===== src/rtl/spi_command_decoder.sv =====
// Byte-stream command decoder for an SPI slave: assembles opcode/address/value frames
// and supplies the reply bytes for STREAM and TRANSFER.
module spi_command_decoder #(
  parameter int unsigned ADDRESS_BYTES  = 3,
  parameter int unsigned VALUE_BYTES    = 4,
  parameter int unsigned TIMEOUT_CYCLES = 1024
) (
  input  logic                       clk_i,
  input  logic                       rst_i,
  input  logic                       spi_rx_valid_i,
  input  logic [7:0]                 spi_rx_byte_i,
  input  logic                       cs_n_i,
  input  logic [8*VALUE_BYTES-1:0]   result_i,
  input  logic [8*VALUE_BYTES-1:0]   stream_i,
  output logic [7:0]                 instruction_o,
  output logic [8*ADDRESS_BYTES-1:0] address_o,
  output logic [8*VALUE_BYTES-1:0]   value_o,
  output logic                       cmd_valid_o,
  output logic [7:0]                 spi_tx_byte_o,
  output logic                       abort_o,
  output logic                       error_o
);

  localparam int unsigned AW = 8 * ADDRESS_BYTES;
  localparam int unsigned VW = 8 * VALUE_BYTES;
  localparam int unsigned TW = (TIMEOUT_CYCLES > 1) ? $clog2(TIMEOUT_CYCLES) : 1;
  localparam logic [TW-1:0] ToLast = TW'((TIMEOUT_CYCLES == 0) ? 0 : TIMEOUT_CYCLES - 1);

  localparam logic [7:0] OpWrite    = 8'd1;
  localparam logic [7:0] OpRead     = 8'd2;
  localparam logic [7:0] OpStream   = 8'd3;
  localparam logic [7:0] OpBindInt  = 8'd4;
  localparam logic [7:0] OpBindRd   = 8'd5;
  localparam logic [7:0] OpBindWr   = 8'd6;
  localparam logic [7:0] OpTransfer = 8'd7;
  localparam logic [7:0] OpRepeat   = 8'd8;

  typedef enum logic {StIdle, StCollect} state_t;

  state_t          r_state;
  logic [7:0]      r_op;
  logic [3:0]      r_plen;
  logic [3:0]      r_cnt;
  logic            r_has_addr;
  logic [AW-1:0]   r_addr;
  logic [VW-1:0]   r_val;
  logic [VW-1:0]   r_stream;
  logic [VW-1:0]   r_result;
  logic [1:0]      r_tidx;
  logic [TW-1:0]   r_to;

  logic            w_accept;
  logic            w_bad_op;
  logic            w_last;
  logic            w_to_addr;
  logic [AW-1:0]   w_addr_nxt;
  logic [VW-1:0]   w_val_nxt;
  logic [VW-1:0]   w_res_sh;
  logic [1:0]      w_tidx_nxt;

  // Payload bytes that follow the opcode.
  function automatic logic [3:0] f_plen(input logic [7:0] op);
    logic [3:0] len;
    len = 4'd0;
    unique case (op)
      OpWrite:                                len = 4'(ADDRESS_BYTES + VALUE_BYTES);
      OpRead, OpBindInt, OpBindRd, OpBindWr:  len = 4'(ADDRESS_BYTES);
      OpStream:                               len = 4'(VALUE_BYTES);
      default:                                len = 4'd0;
    endcase
    return len;
  endfunction

  assign w_accept   = spi_rx_valid_i && !cs_n_i;
  assign w_bad_op   = (spi_rx_byte_i == 8'd0) || (spi_rx_byte_i > 8'd8);
  assign w_last     = (r_cnt == r_plen - 4'd1);
  assign w_to_addr  = r_has_addr && (r_cnt < 4'(ADDRESS_BYTES));
  assign w_addr_nxt = w_to_addr ? ((r_addr << 8) | AW'(spi_rx_byte_i)) : r_addr;
  assign w_val_nxt  = w_to_addr ? r_val : ((r_val << 8) | VW'(spi_rx_byte_i));
  assign w_res_sh   = r_result << {r_tidx, 3'b000};
  assign w_tidx_nxt = (r_tidx == 2'(VALUE_BYTES - 1)) ? 2'd0 : r_tidx + 2'd1;

  always_ff @(posedge clk_i or posedge rst_i) begin
    if (rst_i) begin
      r_state       <= StIdle;
      r_op          <= '0;
      r_plen        <= '0;
      r_cnt         <= '0;
      r_has_addr    <= 1'b0;
      r_addr        <= '0;
      r_val         <= '0;
      r_stream      <= '0;
      r_result      <= '0;
      r_tidx        <= '0;
      r_to          <= '0;
      instruction_o <= '0;
      address_o     <= '0;
      value_o       <= '0;
      cmd_valid_o   <= 1'b0;
      spi_tx_byte_o <= '0;
      abort_o       <= 1'b0;
      error_o       <= 1'b0;
    end else begin
      cmd_valid_o <= 1'b0;
      abort_o     <= 1'b0;
      error_o     <= 1'b0;
      unique case (r_state)
        StIdle: begin
          if (w_accept) begin
            if (w_bad_op) begin
              error_o <= 1'b1;
            end else if (spi_rx_byte_i == OpTransfer || spi_rx_byte_i == OpRepeat) begin
              cmd_valid_o   <= 1'b1;
              instruction_o <= spi_rx_byte_i;
              address_o     <= '0;
              value_o       <= '0;
              if (spi_rx_byte_i == OpTransfer) begin
                // Index 0 starts a new snapshot of result_i.
                if (r_tidx == 2'd0) begin
                  r_result      <= result_i;
                  spi_tx_byte_o <= result_i[VW-1 -: 8];
                end else begin
                  spi_tx_byte_o <= w_res_sh[VW-1 -: 8];
                end
                r_tidx <= w_tidx_nxt;
              end else begin
                r_tidx <= 2'd0;
              end
            end else begin
              r_state    <= StCollect;
              r_op       <= spi_rx_byte_i;
              r_plen     <= f_plen(spi_rx_byte_i);
              r_cnt      <= '0;
              r_has_addr <= (spi_rx_byte_i != OpStream);
              r_addr     <= '0;
              r_val      <= '0;
              r_to       <= '0;
              if (spi_rx_byte_i == OpStream) begin
                r_stream      <= stream_i << 8;
                spi_tx_byte_o <= stream_i[VW-1 -: 8];
              end
            end
          end
        end
        StCollect: begin
          if (cs_n_i) begin
            r_state <= StIdle;
            abort_o <= 1'b1;
            r_addr  <= '0;
            r_val   <= '0;
          end else if (spi_rx_valid_i) begin
            r_to   <= '0;
            r_cnt  <= r_cnt + 4'd1;
            r_addr <= w_addr_nxt;
            r_val  <= w_val_nxt;
            if (r_op == OpStream) begin
              // Snapshot shifts left so zeros follow its last byte.
              spi_tx_byte_o <= r_stream[VW-1 -: 8];
              r_stream      <= r_stream << 8;
            end
            if (w_last) begin
              r_state       <= StIdle;
              cmd_valid_o   <= 1'b1;
              instruction_o <= r_op;
              address_o     <= w_addr_nxt;
              value_o       <= w_val_nxt;
            end
          end else if (TIMEOUT_CYCLES != 0) begin
            if (r_to == ToLast) begin
              r_state <= StIdle;
              abort_o <= 1'b1;
              r_addr  <= '0;
              r_val   <= '0;
            end else begin
              r_to <= r_to + TW'(1);
            end
          end
        end
        default: r_state <= StIdle;
      endcase
    end
  end

endmodule


===== config.mk =====
export PLATFORM = sky130hd
export DESIGN_NAME = spi_command_decoder
export DESIGN_NICKNAME = d
export VERILOG_FILES = /design/src/rtl/spi_command_decoder.sv
export SDC_FILE = /design/constraint.sdc
export NUM_CORES = 1
export LEC_CHECK = 0
export CORE_AREA = 2 2 139 141
export CTS_CLUSTER_SIZE = 24
export DETAILED_ROUTE_END_ITERATION = 16
export DIE_AREA = 0 0 141 143
export GPL_ROUTABILITY_DRIVEN = 0
export GPL_TIMING_DRIVEN = 0
export PLACE_DENSITY = 0.9
export SETUP_SLACK_MARGIN = 0.4
export SLEW_MARGIN = 25
export SYNTH_ARGS = -nofsm -noshare
export SYNTH_HDL_FRONTEND = slang
export SYNTH_SLANG_ARGS = --single-unit

===== constraint.sdc =====
create_clock -name clk_i -period 17.45 [get_ports clk_i]
set_input_delay 3.49 -clock clk_i [delete_from_list [all_inputs] [get_ports clk_i]]
set_output_delay 3.49 -clock clk_i [all_outputs]
set_load 0.02 [all_outputs]

# After elaboration in Yosys (flattened, before gate mapping)
# Index checks and enable logic that the tools add are counted.
# op_classes
addsub	4
order_cmp	2
eq_ne	26
n_shift	1
n_mux	93
bitwise	5
reduce_logical	17
# ops
operator	count
32-bit 2-to-1 mux	20
24-bit 2-to-1 mux	13
32-bit case mux with 2 select lines	3
8-bit 2-to-1 mux	15
24-bit case mux with 2 select lines	2
10-bit 2-to-1 mux	6
8-bit by 3-bit equality test with 1-bit output, second input constant	4
32-bit by 8-bit OR with 32-bit output	1
8-bit case mux with 2 select lines	2
32-bit by 5-bit left shift with 32-bit output	1
8-bit by 2-bit equality test with 1-bit output, second input constant	3
24-bit by 8-bit OR with 24-bit output	1
1-bit 2-to-1 mux	20
4-bit 2-to-1 mux	5
10-bit case mux with 2 select lines	1
2-bit != test, second input constant	7
7-bit AND reduction	2
4-bit AND reduction	3
6-bit AND reduction	2
10-bit by 1-bit adder with 10-bit output, second input constant	1
10-bit equality test, second input constant	1
5-bit AND reduction	2
3-bit != test, second input constant	3
3-bit case mux with 3 select lines	1
22 further kinds	29
# totals
reg_bits	225
inputBits	76
elab_cells	166

# Depth between registers and ports, before layout
# logic_depth
depth_word	7
depth_mapped	9
ltp_nobuf	7

# Worst setup path after synthesis
# No wires, ideal clock.
# synth_path
path_kind	input -> register
startpoint	input port spi_rx_byte_i[4]
endpoint	register r_result[0]
setup_time_ns	0.125
arrival_time_ns	5.165
path_slack_ns	12.160
path_stages	6
n_path_buf	2
cell_sequence	or4_1 -> buf_2 -> nor4b_4 -> nand4_4 -> buf_6 -> mux2_4
# synth_via
elab_chain_len	4
elab_cells_between_ends	8
classes_between	order compare: 1; eq/ne: 2; bitwise: 1; reduce/logical: 4
# synth_rtl
item	line_no	rtl
start, declared	11	input logic [7:0] spi_rx_byte_i,
8-bit by 4-bit > comparator with 1-bit output or 8-bit logical NOT (tied branches)	75	assign w_bad_op = (spi_rx_byte_i == 8'd0) || (spi_rx_byte_i > 8'd8);
1-bit logical OR	75	
1-bit inverter (no source line)	n/a	
6-bit AND reduction (no source line) (*)	n/a	
end signal, assigned	120	r_result <= result_i;
end, declared	48	logic [VW-1:0] r_result;
# Mark *: on every way between the ends. The rest lies on a longest branch, timed or not.
# A chain may end at the register's enable or synchronous reset.

# Final worst setup path
# layout_path
startpoint	input port spi_rx_byte_i[5]
endpoint	register address_o[12]
# layout_via
elab_chain_len	4
elab_cells_between_ends	9
classes_between	order compare: 1; eq/ne: 4; reduce/logical: 4
# layout_rtl
item	line_no	rtl
8-bit by 4-bit > comparator with 1-bit output, or another cell as far along	75	
1-bit logical OR (on tied branches)	75, 112	
2-bit != test (no source line)	n/a	
6-bit AND reduction (no source line) (*)	n/a	
end signal, assigned	165	address_o <= w_addr_nxt;
end, declared	16	output logic [8*ADDRESS_BYTES-1:0] address_o,
# Marked as above.

==> reports/qor.txt <==
Status -> completed
Crit path launch type -> primary input
Clock Latency Late Sink -> 0.51 ns
Design area -> 12700 µm²
Most common cell after layout, fill and taps aside -> nand2_1
Fin. Hold Viols -> 0
Synth cell types -> 51
H-tree Lvls -> 1
CTS tree -> built
Die width -> 141 µm
DP Cell Count -> 1396
First-pass GRT wire length -> 41.6 mm
Core ar. -> 18600 µm²
Pwr dens -> 84.3 nW/µm²
Yosys reg bits -> 215
Pre-Repair DR Iteration Count -> 5
Max-cap check violation count -> 0
TritonCTS buffer count -> 23
Worst-Margin Slew -> 0.805 ns
Number of global-route vias before repair -> 8196
CTS Sinks -> 215
RSZ-0062 raised after global routing -> false
WHS -> 0.475 ns
Number of nets in the layout -> 1268
Worst clock skew -> 0.0247 ns
Post-DP HPWL -> 17.8 mm
Simple-gate area share of the yosys netlist -> 0.169
R2R Setup Slk -> 14.72 ns
Most frequent cells in the layout -> nand2_1 (232), dfrtp_1 (215), clkdlybuf4s50_1 (150), o21ai_0 (100), nand3_1 (63)
Yosys warns -> 0
Synth Area per Inst -> 10.0 µm²
Overall routed net length -> 25.3 mm
Worst-path clk slew -> 0.06 ns
Die footprint -> 20200 µm²
Effective utilization at floorplan -> 0.544
Top Ports -> 151
Relative slew slack -> 0.463
Fraction of layout cells with a size suffix above 1 -> 0.0901
Post-synth net total -> 1091
CTS Buffer Depth -> 3
Fmax -> 0.172 GHz
Sequential area share after synthesis -> 0.532
Clock root cell -> clkbuf_16
Gr usage total -> 0.257
Adder-cell share of the synthesized area -> 0.00619
Crit path max fanout -> 10
Vias -> 8226
Post-CTS Hold Fix Bufs -> 0
DP Area -> 12000 µm²
Complex-gate fraction of the synthesized area -> 0.128
Area added between synthesis and finish -> 25.2%
Mux cell area share after synthesis -> 0.108
# rows -> 50
Fin crit period -> 5.83 ns
Max IR drop VDD -> 82.8 µV
CP Class -> in2reg
Largest family of logic cells by synthesized area -> simple AND/OR/NAND/NOR gates
Post-synth ARST share -> 1.00
DR vias/cell -> 5.74
Post-CTS setup buffer count -> 0
First-iteration detailed-routing DRC count -> 802
Synthesized cell area -> 10100 µm²
Post-synth EDFFs -> 0
Height of the chip -> 143 µm
LEAKAGE -> 6.05 nW
Largest net degree at the start of global routing -> 91
Post-CTS Resized -> 0
Worst Path Required -> 17.87 ns
DR DRC count -> 0
Cells after Synth -> 1010
Hold Path Class -> reg2reg
Initial antenna violation count -> 0
Predominant post-synthesis flop cell -> dfrtp_1
Slew Viols, Final -> 0
Final setup violation count -> 0
Crit end category -> flip-flop
Fin crit share -> 0.334
Input/output buffers -> 150
Grt ovf -> 0
# diodes -> 0
Post-Synth XOR/XNOR Area -> 0.00260
Routed length per placed instance -> 17.6 µm
Non-filler instance count after layout -> 1433
CP arrival -> 6.25 ns
Final TNS setup -> 0 ns
Antenna Violating Nets Remaining -> 0
Fillers -> 1276
through the flow:
stage | util | worst slack (ns) | total power [mW]
after detailed placement | 0.644 | 11.12 | 0.619
after CTS | 0.681 | 11.67 | 1.07
after global placement | 0.641 | 5.70 | 0.614
final | 0.681 | 11.62 | 1.07
after global routing | 0.681 | 11.49 | 1.11
after floorplan | - | 8.08 | 0.568
cells in the mapped netlist, types with 11 or more instances:
cell | n | area, µm²
buf_2 | 15 | 75.1
nand2b_1 | 18 | 113
a21oi_1 | 11 | 55.1
nor2_1 | 19 | 71.3
dfrtp_1 | 215 | 5380
mux2i_1 | 38 | 380
clkbuf_1 | 43 | 161
mux2_4 | 30 | 450
nand3_1 | 63 | 315
o21ai_0 | 100 | 500
inv_1 | 62 | 233
nand2_1 | 232 | 871
a22o_1 | 58 | 508
power by group:
part	internal [mW]	switching (mW)
Combinational	0.0427	0.0467
Clock	0.268	0.189
Sequential	0.511	0.00936
logic make-up (layout without fill, tap and decap cells):
family	Yosys count	in the layout
AND/OR/NAND/NOR	374	374
flip-flops	215	215
AO/OA/AOI/OAI	197	197
buffers and inverters	133	322
multiplexers	83	83
adder cells (fa/ha/maj)	5	5
XOR/XNOR	3	3
sequential cells by signal, indices dropped and copies added, names as in the netlist:
register,cells
abort_o,1
r_plen,2
r_to,10
r_state,1
r_tidx,2
r_has_addr,1
r_addr,24
r_cnt,4
r_op,8
spi_tx_byte_o,8
r_stream,24
instruction_o,8
r_result,32
error_o,1
value_o,32
address_o,24
cmd_valid_o,1
r_val,32
path summary, 6_finish.rpt:
kind | start | end | cells after the start
max | spi_rx_byte_i[5] | address_o[12]$_DFFE_PP0P_ | 9
min | r_stream[25]$_DFFE_PP0P_ | r_stream[25]$_DFFE_PP0P_ | 2
max reg2reg | r_cnt[0]$_DFFE_PP0P_ | address_o[11]$_DFFE_PP0P_ | 8
min reg2reg | r_stream[25]$_DFFE_PP0P_ | r_stream[25]$_DFFE_PP0P_ | 2
max in group asynchronous | rst_i | r_state$_DFF_PP0_ | 4
min in group asynchronous | rst_i | value_o[11]$_DFFE_PP0P_ | 2
critical path, stage by stage:
cell	delay (ns)
clkdlybuf4s50_1	0.63
or4_1	0.60
buf_2	0.21
a211oi_4	0.39
o2bb2ai_2	0.18
buf_4	0.24
buf_2	0.24
nand3_1	0.13
o21ai_0	0.13
per-layer routing:
layer | vias up | wire [µm] | GRT usage
met1 | 3993 | 10700 | 0.344
li1 | 3811 | - | -
met4 | 0 | 731 | 0.0958
met2 | 353 | 12000 | 0.422
met5 | - | 0 | 0
met3 | 69 | 1840 | 0.0506
final cells by class:
cell class	instances	area, µm²	share of cell area
repair buffers	152	1560	0.123
well taps	234	293	0.0231
inverters	62	240	0.0190
flip-flops and latches	215	5380	0.425
clock buffers	32	639	0.0505
plain buffers	71	323	0.0255
multi-input cells	662	4170	0.330
clock inverters	5	53.8	0.00425
No activity file was read; power rests on OpenSTA's default activity.
==> edit 1: new RTL, same flow settings <==
Change the parameter `TIMEOUT_CYCLES` from 1024 to 4096.
--- a/src/rtl/spi_command_decoder.sv
+++ b/src/rtl/spi_command_decoder.sv
@@ -4,5 +4,5 @@
   parameter int unsigned ADDRESS_BYTES  = 3,
   parameter int unsigned VALUE_BYTES    = 4,
-  parameter int unsigned TIMEOUT_CYCLES = 1024
+  parameter int unsigned TIMEOUT_CYCLES = 4096
 ) (
   input  logic                       clk_i,
Behaviour: same outputs for any inputs over 4 cycles, from zero or initial values and one cycle with rst_i high; that may be too few to reach the edited logic, so the function may still have changed.
==> edit 1 against the original RTL <==
Wire length up 4.1%; critical path depth down 2; sequential cell count up 2; die area unchanged; non-clock buffer count down 11; first-iteration DRC count up 13%; final area up 1.2%; area after synthesis up 0.52%; final cell count down 9.4%; power up 4.8%; synthesized cell count down 14%; count of clock-buffer cells in the layout up 5; critical path type unchanged; setup slack worse by 51 ps.
==> edit 1: results (changes against the original RTL) <==
Status
  • Outcome: complete, no violations

Drt
  • Total vias in the final route: 7,928 (-3.6%)
  • Wire length on met2: 12,800 microns (+5.9%)
  • WL met1: 10,800 microns (+1.1%)
  • Vias per cell: 6.11 (+6.4%)
  • Met3 Wirelength: 1790 microns (-2.8%)
  • WL per Instance: 20.3 microns (+15%)
  • DR iter-0 viols: 908 (+13%)

Placement
  • Placed cells: 1,256 (-10%)
  • HPWL Detailed: 17,800 microns (-0.27%)

Synth
  • Post-synthesis sequential area ratio: 53.4% (+0.22 points)
  • Yosys warns: 0 (unchanged)
  • Synth top cells by count: dfrtp_1 (217), mux2_2 (160), nand2_1 (129), a22o_1 (72), a21oi_1 (56)
  • Count of different cell masters after synthesis: 55 (+7.8%)
  • Post-Synth XOR/XNOR Area: 0.345% (+0.085 points)
  • Post-synthesis adder-cell area fraction: 0.616% (-0.0032 points)
  • Post-synthesis mux area share: 19.0% (+8.2 points)
  • Synth Instances: 870 (-14%)
  • Synth area leaders: dfrtp_1 (53%), mux2_2 (18%), a22o_1 (6.2%)
  • Synth Area in Compound Gates: 13.3% (+0.53 points)
  • Syn Nets: 951 (-13%)

Setup path
  • Arrival time of the worst setup path: 6280 ps (+30 ps)
  • Max stage delay on crit path: 670 ps (+40 ps)
  • Worst-path maximum fanout: 10 (unchanged)

Cells and area
  • Multi-input gate area: 0.00445 sq mm (+6.6%)
  • Clock buf/inv share: 6.10% (+0.63 points)
  • Layout non-clock buf frac: 14.2% (-0.61 points)
  • Clock buffer count: 37 (+16%)
  • Sequential cell area: 0.00543 sq mm (+0.93%)
  • Multi-input gate count: 585 (-12%)
  • Layout Nets: 1,128 (-11%)
  • Fraction of layout cells with a size suffix above 1: 20.8% (+12 points)
  • Fillers: 1,278 (+0.16%)
  • Inverter count: 8 (-87%)
  • Signal buffers: 212 (-4.9%)
  • Antenna Cells: 0 (unchanged)

Global route
  • First-pass GRT wire length: 41,800 microns (+0.70%)
  • Vias in the first global route: 8,011 (-2.3%)
  • Met3 track demand over resource: 4.53% (-0.54 points)
  • Met2 usage: 43.8% (+1.6 points)
  • Total Routing Usage GR: 26.0% (+0.31 points)
  • Largest net degree at the start of global routing: 85 (-6.6%)

Clocking
  • Skew-Pair Late Insertion Delay: 520 ps
  • # Post-CTS Setup Buffers: 0 (unchanged)

Power
  • Pwr Total: 1.12 mW (+4.8%)
  • Part of the power in registers: 46.5% (-2.3 points)
  • Comb. pwr: 0.0873 mW (-2.3%)
  • Sw power: 0.258 mW (+5.4%)
  • VDD IR-drop max: 0.0806 mV (-2.7%)
  • Leak Pwr: 5.70 nW (-5.7%)

STA
  • Relative slew slack: 34.5% (-12 points)
  • Clock Skews: 15.9 ps (-8.85 ps)
edit 1: path summary, 6_finish.rpt:
kind / depth (start not counted) / slack, ps / startpoint / to
max: 7 / 11570 / spi_rx_valid_i / address_o[13]
max reg2reg: 8 / 14320 / r_tidx[1] / r_result[9]
min in group asynchronous: 2 / 3450 / rst_i / r_result[13]
min reg2reg: 1 / 500 / r_has_addr / r_has_addr
max in group asynchronous: 4 / 12950 / rst_i / r_addr[16]
min: 1 / 500 / r_has_addr / r_has_addr
edit 1: through the flow:
stage / area (sq um) / worst slack (ps)
after floorplan: 10200 / 8020
after global placement: 12000 / 5470
after detailed placement: 12000 / 11210
after CTS: 12800 / 11670
after global routing: 12800 / 11420
final: 12800 / 11570
edit 1: worst register-to-register path, cell delays in order, from the launching register on:
cell	delay [ps]
dfrtp_1	340
clkbuf_1	390
clkbuf_1	500
inv_1	90
ha_1	210
clkbuf_1	240
nand4_1	240
clkbuf_1	580
mux2_2	420
==> edit 2: new RTL, same flow settings <==
Without the edit above. Register the inputs `spi_rx_valid_i`, `spi_rx_byte_i`, `cs_n_i`, `result_i` and `stream_i` before use, without a reset. The logic sees them one clock later.
--- a/src/rtl/spi_command_decoder.sv
+++ b/src/rtl/spi_command_decoder.sv
@@ -38,4 +38,18 @@
   typedef enum logic {StIdle, StCollect} state_t;
 
+  logic spi_rx_valid_q;
+  logic [7:0] spi_rx_byte_q;
+  logic cs_n_q;
+  logic [8*VALUE_BYTES-1:0] result_q;
+  logic [8*VALUE_BYTES-1:0] stream_q;
+
+  always_ff @(posedge clk_i) begin
+    spi_rx_valid_q <= spi_rx_valid_i;
+    spi_rx_byte_q  <= spi_rx_byte_i;
+    cs_n_q         <= cs_n_i;
+    result_q       <= result_i;
+    stream_q       <= stream_i;
+  end
+
   state_t          r_state;
   logic [7:0]      r_op;
@@ -72,10 +86,10 @@
   endfunction
 
-  assign w_accept   = spi_rx_valid_i && !cs_n_i;
-  assign w_bad_op   = (spi_rx_byte_i == 8'd0) || (spi_rx_byte_i > 8'd8);
+  assign w_accept   = spi_rx_valid_q && !cs_n_q;
+  assign w_bad_op   = (spi_rx_byte_q == 8'd0) || (spi_rx_byte_q > 8'd8);
   assign w_last     = (r_cnt == r_plen - 4'd1);
   assign w_to_addr  = r_has_addr && (r_cnt < 4'(ADDRESS_BYTES));
-  assign w_addr_nxt = w_to_addr ? ((r_addr << 8) | AW'(spi_rx_byte_i)) : r_addr;
-  assign w_val_nxt  = w_to_addr ? r_val : ((r_val << 8) | VW'(spi_rx_byte_i));
+  assign w_addr_nxt = w_to_addr ? ((r_addr << 8) | AW'(spi_rx_byte_q)) : r_addr;
+  assign w_val_nxt  = w_to_addr ? r_val : ((r_val << 8) | VW'(spi_rx_byte_q));
   assign w_res_sh   = r_result << {r_tidx, 3'b000};
   assign w_tidx_nxt = (r_tidx == 2'(VALUE_BYTES - 1)) ? 2'd0 : r_tidx + 2'd1;
@@ -110,14 +124,14 @@
             if (w_bad_op) begin
               error_o <= 1'b1;
-            end else if (spi_rx_byte_i == OpTransfer || spi_rx_byte_i == OpRepeat) begin
+            end else if (spi_rx_byte_q == OpTransfer || spi_rx_byte_q == OpRepeat) begin
               cmd_valid_o   <= 1'b1;
-              instruction_o <= spi_rx_byte_i;
+              instruction_o <= spi_rx_byte_q;
               address_o     <= '0;
               value_o       <= '0;
-              if (spi_rx_byte_i == OpTransfer) begin
+              if (spi_rx_byte_q == OpTransfer) begin
                 // Index 0 starts a new snapshot of result_i.
                 if (r_tidx == 2'd0) begin
-                  r_result      <= result_i;
-                  spi_tx_byte_o <= result_i[VW-1 -: 8];
+                  r_result      <= result_q;
+                  spi_tx_byte_o <= result_q[VW-1 -: 8];
                 end else begin
                   spi_tx_byte_o <= w_res_sh[VW-1 -: 8];
@@ -129,14 +143,14 @@
             end else begin
               r_state    <= StCollect;
-              r_op       <= spi_rx_byte_i;
-              r_plen     <= f_plen(spi_rx_byte_i);
+              r_op       <= spi_rx_byte_q;
+              r_plen     <= f_plen(spi_rx_byte_q);
               r_cnt      <= '0;
-              r_has_addr <= (spi_rx_byte_i != OpStream);
+              r_has_addr <= (spi_rx_byte_q != OpStream);
               r_addr     <= '0;
               r_val      <= '0;
               r_to       <= '0;
-              if (spi_rx_byte_i == OpStream) begin
-                r_stream      <= stream_i << 8;
-                spi_tx_byte_o <= stream_i[VW-1 -: 8];
+              if (spi_rx_byte_q == OpStream) begin
+                r_stream      <= stream_q << 8;
+                spi_tx_byte_o <= stream_q[VW-1 -: 8];
               end
             end
@@ -144,10 +158,10 @@
         end
         StCollect: begin
-          if (cs_n_i) begin
+          if (cs_n_q) begin
             r_state <= StIdle;
             abort_o <= 1'b1;
             r_addr  <= '0;
             r_val   <= '0;
-          end else if (spi_rx_valid_i) begin
+          end else if (spi_rx_valid_q) begin
             r_to   <= '0;
             r_cnt  <= r_cnt + 4'd1;
Formal check against the unedited RTL: not equivalent (a bounded check fails within 4 cycles, from zero or initial values and one cycle with rst_i high).
==> edit 2 against the original RTL <==
Final area grew 18%; synthesized cell count is 3.0% higher; sequential cell count is 74 higher; clock skew decreased by 2.7 ps; area after synthesis up 19%; worst hold slack worse by 9.1 ps; wire length grew 20%; setup slack improved by 720 ps; power grew 33%; critical endpoint is now instruction_o[7].
==> edit 2: results (changes against the original RTL) <==
Setup path
  • R2R setup slack: 14,340 ps (-380 ps)
  • Cells on worst reg2reg path: 7 (-1)
  • Worst-path maximum fanout: 3 (-7)
  • Top delay family on crit path: buffers and inverters
  • Max stage delay on crit path: 640 ps
  • Reg2reg end: r_val[23]

Hold path
  • Hold_sp: result_q[10]
  • Worst Hold Path EP: r_result[10]
  • WHS Path Cells: 1 (-1)
  • Worst hold path type: reg -> reg

Drt
  • Total vias in the final route: 9,292 (+13%)
  • DR iter-0 viols: 756 (-5.7%)
  • Vias per cell: 6.28 (+9.4%)
  • DR pass1 iterations: 5 (unchanged)
  • WL per Instance: 20.6 microns (+17%)

Global route
  • Largest net degree at the start of global routing: 98 (+7.7%)
  • Vias in the first global route: 9,427 (+15%)
  • First-pass GRT wire length: 49,200 microns (+19%)
  • Total Routing Usage GR: 30.6% (+4.9 points)
  • Antenna violations before repair: 0 (unchanged)

Placement
  • HPWL Detailed: 20,100 microns (+13%)
  • DP Area: 0.0139 sq mm (+16%)
  • Placed cells: 1,426 (+2.1%)

Synth
  • Yosys warns: 0 (unchanged)
  • Post-synth top flop: dfrtp_1
  • Synth area leaders: dfrtp_1 (45%), mux2_2 (13%), dfxtp_1 (12%)
  • Syn Area/Cell: 11.5 sq um (+15%)
  • Synth top cells by count: dfrtp_1 (215), nand2_1 (151), mux2_2 (137), dfxtp_1 (74), nand3_1 (68)
  • Ys async rst share: 74.4% (-26 points)
  • Post-synthesis sequential area ratio: 57.2% (+3.9 points)
  • Count of different cell masters after synthesis: 58 (+14%)
  • Syn Nets: 1,121 (+2.7%)

Status
  • Outcome: complete, no violations

Clocking
  • Clock Tree Buf Depth: 3 (unchanged)
  • Root buffer cell: clkbuf_16
  • Skew-Pair Late Insertion Delay: 540 ps (+30 ps)
  • CTS buffer count: 29 (+26%)
  • Post_cts resized: 0 (unchanged)
  • Reg clk slew, reported paths: 70 ps
  • # Post-CTS Setup Buffers: 0 (unchanged)

STA
  • Clock Skews: 22.0 ps (-2.73 ps)
  • Worst Tran Pin Value: 1060 ps (+255 ps)

Power
  • VDD IR-drop max: 0.0998 mV (+20%)
  • Int Pwr: 1.12 mW (+37%)
  • Leak Pwr: 6.38 nW (+5.5%)

Cells and area
  • Fraction of layout cells with a size suffix above 1: 16.7% (+7.7 points)
  • Layout Nets: 1,304 (+2.8%)
  • Fillers: 1,087 (-15%)
## edit 2: cell types whose count changed in the layout (fill, tap and decap cells not counted), sizes merged, moves of 12 or more
cell	delta
o22ai	+13
dfxtp	+74
buf	-16
o21ai	-94
nand2b	-12
inv	-53
o211ai	+57
mux2i	-19
nand2	-81
mux2	+100
clkbuf	+36
## edit 2: kinds of logic (layout without fill, tap and decap cells)
logic type                 after synthesis  in the layout  share of synthesized area (%)
and+or+nand+nor                        293            293                           11.5
DFF                                    289            289                           57.2
AOI/OAI and AO/OA                      203            203                           13.1
muxes                                  156            156                           14.4
buffers and inverters                   90            295                           3.01
adders and majority gates                5              5                          0.521
xor gates and xnor gates                 4              4                          0.292
## edit 2: worst max path at each step
stage               cells after the start  slack, ps                to              from
floorplan                               1       8080           abort_o             rst_i
global placement                        2       5580     address_o[13]             rst_i
detailed placement                      4      12320     address_o[11]             rst_i
CTS                                     1      12350  instruction_o[7]  instruction_o[7]
global route                            1      12330  instruction_o[7]  instruction_o[7]
finish                                  1      12340  instruction_o[7]  instruction_o[7]
## edit 2: final cells by class
type | count | area (sq um) | share of cell area (%)
buffer | 79 | 320 | 2.15
clock buffer | 44 | 925 | 6.20
clock inverter | 9 | 123 | 0.822
inverter | 11 | 48.8 | 0.327
multi-input combinational | 661 | 4790 | 32.1
sequential | 289 | 6860 | 46.0
tap | 234 | 293 | 1.96
timing repair buffer | 152 | 1560 | 10.4
## edit 2: metrics by stage
step	util (%)	power (mW)	hold WS, ps	setup WS, ps
2_1_floorplan	-	0.734	439	8080
3_3_place_gp	74.3	0.764	441	5580
3_5_place_dp	74.6	0.769	450	12320
4_1_cts	80.3	1.43	467	12350
5_1_grt	80.3	1.46	478	12330
6_report	80.3	1.42	466	12340
## edit 2: metal layers
layer,GRT usage [%],part of all wire [%]
met5,0,0
met4,11.1,3.2
met3,4.90,7.0
met2,52.2,49
met1,40.1,41
## edit 2: power groups by stage
stage	Sequential, mW	Combinational (mW)	Clock (mW)
finish	0.694	0.0629	0.666
global route	0.695	0.0688	0.696
CTS	0.694	0.0634	0.668
detailed placement	0.706	0.0624	0
global placement	0.706	0.0588	0
floorplan	0.704	0.0307	0
